[src/rtl/launch_pkg.sv]
// launch_pkg
// Shared definitions for the instruction launcher and the PE instruction
// memory side: default instruction geometry and the launcher state encoding.
package launch_pkg;

    // Default instruction word width, program bank depth and PE id width.
    localparam int INST_WIDTH_DEF = 64;
    localparam int INST_WORD_DEF  = 32;
    localparam int ID_W_DEF       = 2;

    typedef enum logic [1:0] {
        IDLE   = 2'd0,
        STREAM = 2'd1,
        DRAIN  = 2'd2
    } launch_state_e;

endpackage

[src/rtl/inst_launcher.sv]
// inst_launcher
// Streams a program of len words from an upstream valid/ready source into
// the instruction memory of one target PE.
//
// Ports:
//   clk, rst_n        clock, asynchronous active-low reset
//   start_i           launch request (sampled in IDLE only)
//   tgt_id_i          target PE id for the launch
//   len_i             program length in words, legal range 1..INST_WORD
//   in_valid_i        upstream word valid
//   in_ready_o        upstream word ready (STREAM and no abort)
//   in_data_i         upstream word
//   abort_i           cancel the active launch (honoured in STREAM only)
//   valid_o           imem write strobe, same cycle as the accepted handshake
//   id_o              captured target id
//   w_switch_o        bank switch marker, set with the final word's strobe
//   data_o            registered write data (word accepted on previous edge)
//   busy_o            launch in progress (STREAM or DRAIN)
//   done_o            one-cycle completion pulse, high during DRAIN
//   err_o             one-cycle pulse after a start with an illegal length
module inst_launcher
    import launch_pkg::*;
#(
    parameter int INST_WIDTH = INST_WIDTH_DEF,
    parameter int INST_WORD  = INST_WORD_DEF,
    parameter int ID_W       = ID_W_DEF
) (
    input  logic                           clk,
    input  logic                           rst_n,
    input  logic                           start_i,
    input  logic [ID_W-1:0]                tgt_id_i,
    input  logic [$clog2(INST_WORD):0]     len_i,
    input  logic                           in_valid_i,
    output logic                           in_ready_o,
    input  logic [INST_WIDTH-1:0]          in_data_i,
    input  logic                           abort_i,
    output logic                           valid_o,
    output logic [ID_W-1:0]                id_o,
    output logic                           w_switch_o,
    output logic [INST_WIDTH-1:0]          data_o,
    output logic                           busy_o,
    output logic                           done_o,
    output logic                           err_o
);

    localparam int LEN_W = $clog2(INST_WORD) + 1;
    localparam logic [LEN_W-1:0] MAX_LEN = LEN_W'(INST_WORD);

    launch_state_e          state_q;
    logic [LEN_W-1:0]       cnt_q;
    logic [LEN_W-1:0]       cnt_d;
    logic [LEN_W-1:0]       len_q;
    logic [ID_W-1:0]        id_q;
    logic [INST_WIDTH-1:0]  data_q;
    logic                   done_q;
    logic                   err_q;

    logic                   accept;
    logic                   last_word;
    logic                   len_bad;

    // Abort blocks the handshake in the same cycle, so a word offered
    // together with abort_i is never accepted or written.
    assign in_ready_o = (state_q == STREAM) && !abort_i;
    assign accept     = in_valid_i && in_ready_o;
    assign last_word  = (cnt_q == len_q - 1'b1);
    assign cnt_d      = cnt_q + 1'b1;
    assign len_bad    = (len_i == '0) || (len_i > MAX_LEN);

    assign valid_o    = accept;
    assign id_o       = id_q;
    assign w_switch_o = accept && last_word;
    assign data_o     = data_q;
    assign busy_o     = (state_q != IDLE);
    assign done_o     = done_q;
    assign err_o      = err_q;

    always_ff @(posedge clk or negedge rst_n) begin
        if (!rst_n) begin
            state_q <= IDLE;
            cnt_q   <= '0;
            len_q   <= '0;
            id_q    <= '0;
            data_q  <= '0;
            done_q  <= 1'b0;
            err_q   <= 1'b0;
        end else begin
            done_q <= 1'b0;
            err_q  <= 1'b0;
            case (state_q)
                IDLE: begin
                    if (start_i) begin
                        if (len_bad) begin
                            err_q <= 1'b1;
                        end else begin
                            id_q    <= tgt_id_i;
                            len_q   <= len_i;
                            cnt_q   <= '0;
                            state_q <= STREAM;
                        end
                    end
                end
                STREAM: begin
                    if (abort_i) begin
                        state_q <= IDLE;
                    end else if (accept) begin
                        data_q <= in_data_i;
                        cnt_q  <= cnt_d;
                        // done_q rises with DRAIN so the pulse covers
                        // exactly the cycle data_o shows the last word.
                        if (last_word) begin
                            state_q <= DRAIN;
                            done_q  <= 1'b1;
                        end
                    end
                end
                DRAIN: begin
                    state_q <= IDLE;
                end
                default: begin
                    state_q <= IDLE;
                end
            endcase
        end
    end

endmodule

[config.mk]
export PLATFORM = sky130hd
export DESIGN_NAME = inst_launcher
export DESIGN_NICKNAME = d
export VERILOG_FILES = /design/src/rtl/launch_pkg.sv /design/src/rtl/inst_launcher.sv
export SDC_FILE = /design/constraint.sdc
export NUM_CORES = 1
export LEC_CHECK = 0
export BUFFER_PORTS_ARGS = -buffer_cell sky130_fd_sc_hd__buf_2
export CAP_MARGIN = 20
export CORE_ASPECT_RATIO = 0.7
export CORE_MARGIN = 10
export CORE_UTILIZATION = 45
export CTS_CLUSTER_DIAMETER = 120
export DETAILED_ROUTE_END_ITERATION = 6
export PLACE_DENSITY = 0.77
export SYNTH_ARGS = -nofsm -noshare
export SYNTH_HDL_FRONTEND = slang
export SYNTH_SLANG_ARGS = --single-unit
[constraint.sdc]
create_clock -name clk -period 5.8 [get_ports clk]
set_input_delay 0.58 -clock clk [delete_from_list [all_inputs] [get_ports clk]]
set_output_delay 0.58 -clock clk [all_outputs]
set_load 0.01 [all_outputs]
==> run_results.csv <==
group,metric,value,unit
sta,fin_crit_sh,48.7,%
place,place_hpwl,6340,um
clocking,cts.sinks,82,
sta,finalSetupViolCount,0,
worst_setup_path,start_kind,"flop",
power,p_sw,0.780,mW
die,die_h,92.3,um
synth,syn_inst,247,
clocking,postCtsSetupRepairBufs,0,
worst_setup_path,r2r_start,"state_q[1]$_DFFE_PN0P_",
clocking,cts_tree,"yes",
worst_setup_path,cp.arrival,2.25,ns
die,die-area,11400,sq um
sta,clock_skew,0.00717,ns
route,wl,8310,um
worst_setup_path,r2r_end,"data_o[4]$_DFFE_PN0P_",
power,power_leakage,2.19,nW
clocking,ctsHoldBuffers,0,
power,powerDensity,519,nW/um^2
place,gp_congestion,0.803,
worst_setup_path,r2r_slack,3.71,ns
global_route,antenna_found_initial,0,
synth,syn_nets,326,
synth,synth_cell_type_count,36,
global_route,grt_max_degree,83,
power,p_seq_share,42.6,%
status,outcome,"completed",
power,ir_drop,259,uV
place,pre_cts_ws,3.25,ns
flow_run,maxCapViolCount,0,
synth,yosysSeqAreaShare,61.0,%
hold_path,hold_path.class,"in -> async",
synth,synth_warnings,0,
place,port_buffers,148,
die,num_io_pins,149,
clocking,htreeDepth,3,
power,p_comb_share,37.8,%
route,wl_per_cell,16.6,um
worst_setup_path,critPathKind,"reg -> out",
finish,fin_area,4460,sq um
route,dr.first_iter.drc_count,91,
sta,rsz0062_at_grt,"false",
sta,fin_ws,2.97,ns
die,initial_core_util,46.2,%
synth,synth-seq-cells,82,
die,num_rows,26,
global_route,grt_pass1_wl,13100,um
sta,min_period,2.83,ns
die,core_area,7290,sq um
power,switching_share,33.6,%
synth,avgSynthCellArea,13.6,sq um
route,final_antenna_net_count,0,
worst_setup_path,crit_path_end_kind,"output port",
clocking,numCtsBuffers,9,
finish,area_growth_syn_to_layout,32.7,%
finish,drive_above_1_share,58.9,%
place,dpl-instance-area,4210,sq um
clocking,cts_buffer_depth,2,
sta,worst_slew_pin_slew,0.827,ns
route,via_per_inst,4.95,
finish,antenna_cells,0,
route,routed-via-count,2484,
route,drc,0,
sta,slew_viol_final,0,
route,firstDrtPassIters,4,
sta,finalHoldViolCount,0,
global_route,track_usage,14.3,%
worst_setup_path,cp_max_fo,4,
clocking,worstSkewPairLatency,0.34,ns
sta,setup-tns-final,0,ns
finish,layout_commonest_cell,"buf_2",
power,internal-power,1.54,mW
finish,layout.nets,478,
finish,num-fill-cells,590,
clocking,clkTransAtPathRegs,0.08,ns
worst_setup_path,r2r_cells,3,
global_route,grt_pass1_vias,2655,
clocking,cts_root_buffer,"clkbuf_8",
worst_setup_path,cp_data_required_time,5.22,ns
power,pwr-share-clk,19.6,%
clocking,cts-resized-gates,0,
sta,slew-limit-headroom,44.9,%
global_route,overflow,0,
synth,synth_area,3360,sq um
finish,final_cell_mix,"buf_2 (147), dfrtp_1 (82), mux2_2 (64), nand2_1 (23), clkbuf_8 (10)",
sta,fmax,0.354,GHz
die,die_w,123,um
## cell type report
cell class	count	area [sq um]	area share, %
tap	98	123	2.75
clock inverter	6	90.1	2.02
inverter	6	22.5	0.505
multi-input combinational	150	1260	28.2
clock buffer	10	138	3.08
timing repair buffer	150	778	17.4
sequential	82	2050	46.0
## power by group through the flow
stage	registers [mW]	logic (mW)	clock network (mW)
2_1_floorplan	1.10	0.392	0
3_3_place_gp	0.981	0.879	0
3_5_place_dp	0.998	0.897	0
4_1_cts	0.990	0.898	0.475
5_1_grt	1.03	0.969	0.498
6_report	0.988	0.875	0.455
## sequential cells by signal, summed over array words and instances (netlist names)
register,count
len_q,6
err_o,1
cnt_q,6
done_o,1
state_q,2
id_o,2
data_o,64
## cell usage after synthesis
library cell | count | share of area, %
dfrtp_1 | 82 | 61
mux2_2 | 64 | 21
nand2_1 | 23 | 2.6
o21ai_0 | 8 | 1.2
inv_1 | 6 | 0.67
nor2_1 | 6 | 0.67
xnor2_1 | 6 | 1.6
a21oi_1 | 5 | 0.74
nand3_1 | 5 | 0.74
buf_1 | 4 | 0.45
a2111oi_0 | 3 | 0.78
buf_2 | 3 | 0.45
or3_1 | 3 | 0.56
xor2_1 | 3 | 0.78
ha_1 | 2 | 0.74
nor3_1 | 2 | 0.30
or4_1 | 2 | 0.45
or4_4 | 2 | 0.67
a22o_1 | 1 | 0.26
a31o_1 | 1 | 0.26
and2_1 | 1 | 0.19
and3_1 | 1 | 0.19
buf_6 | 1 | 0.33
clkbuf_1 | 1 | 0.11
nand2_2 | 1 | 0.19
nand2b_1 | 1 | 0.19
nand4_1 | 1 | 0.19
nor2_2 | 1 | 0.19
nor4b_1 | 1 | 0.26
nor4bb_1 | 1 | 0.30
o211ai_2 | 1 | 0.37
o221ai_1 | 1 | 0.26
o311a_1 | 1 | 0.30
o311ai_1 | 1 | 0.26
or2_2 | 1 | 0.19
or3b_2 | 1 | 0.26
## critical path, stage by stage, from the launching register on
cell	delay, ns
dfrtp_1	0.41
inv_1	0.09
ha_1	0.21
nand2_1	0.06
or4_1	0.48
a2111oi_0	0.44
buf_2	0.22
## stage by stage
step	hold slack, ns	total power, mW	std cells	utilization, %
after CTS	0.406	2.36	501	60.9
final	0.0584	2.32	502	61.2
after floorplan	0.284	1.49	247	-
after detailed placement	0.468	1.89	485	57.7
after global placement	0.453	1.86	485	57.7
after global routing	0.0329	2.49	502	61.2
## worst max-delay path by stage
stage | start | to | cells past startpoint
finish | len_q[0]$_DFFE_PN0P_ | w_switch_o | 6
global route | len_q[0]$_DFFE_PN0P_ | w_switch_o | 6
CTS | len_q[0]$_DFFE_PN0P_ | w_switch_o | 6
detailed placement | abort_i | valid_o | 4
global placement | abort_i | valid_o | 4
floorplan | len_q[0]$_DFFE_PN0P_ | w_switch_o | 5
## per-layer routing
metal / vias to the layer above / global-route usage [%] / part of all wire, %
met1: 1176 / 17.9 / 43
met4: 0 / 3.77 / 0.65
met3: 5 / 7.94 / 14
met5: - / 0 / 0
li1: 1180 / - / -
met2: 123 / 20.9 / 42
## logic make-up (layout without fill, tap and decap cells)
logic type               after synthesis  in the layout  share of synthesized area (%)
multiplexers                          64             64                           21.4
buffers and inverters                 15            172                           2.01
AND/OR/NAND/NOR                       53             53                           8.07
flip-flops                            82             82                           61.0
adder cells (fa/ha/maj)                2              2                          0.744
XOR/XNOR                               9              9                           2.34
AO/OA/AOI/OAI                         22             22                           4.43
No activity file was read; power rests on OpenSTA's default activity.
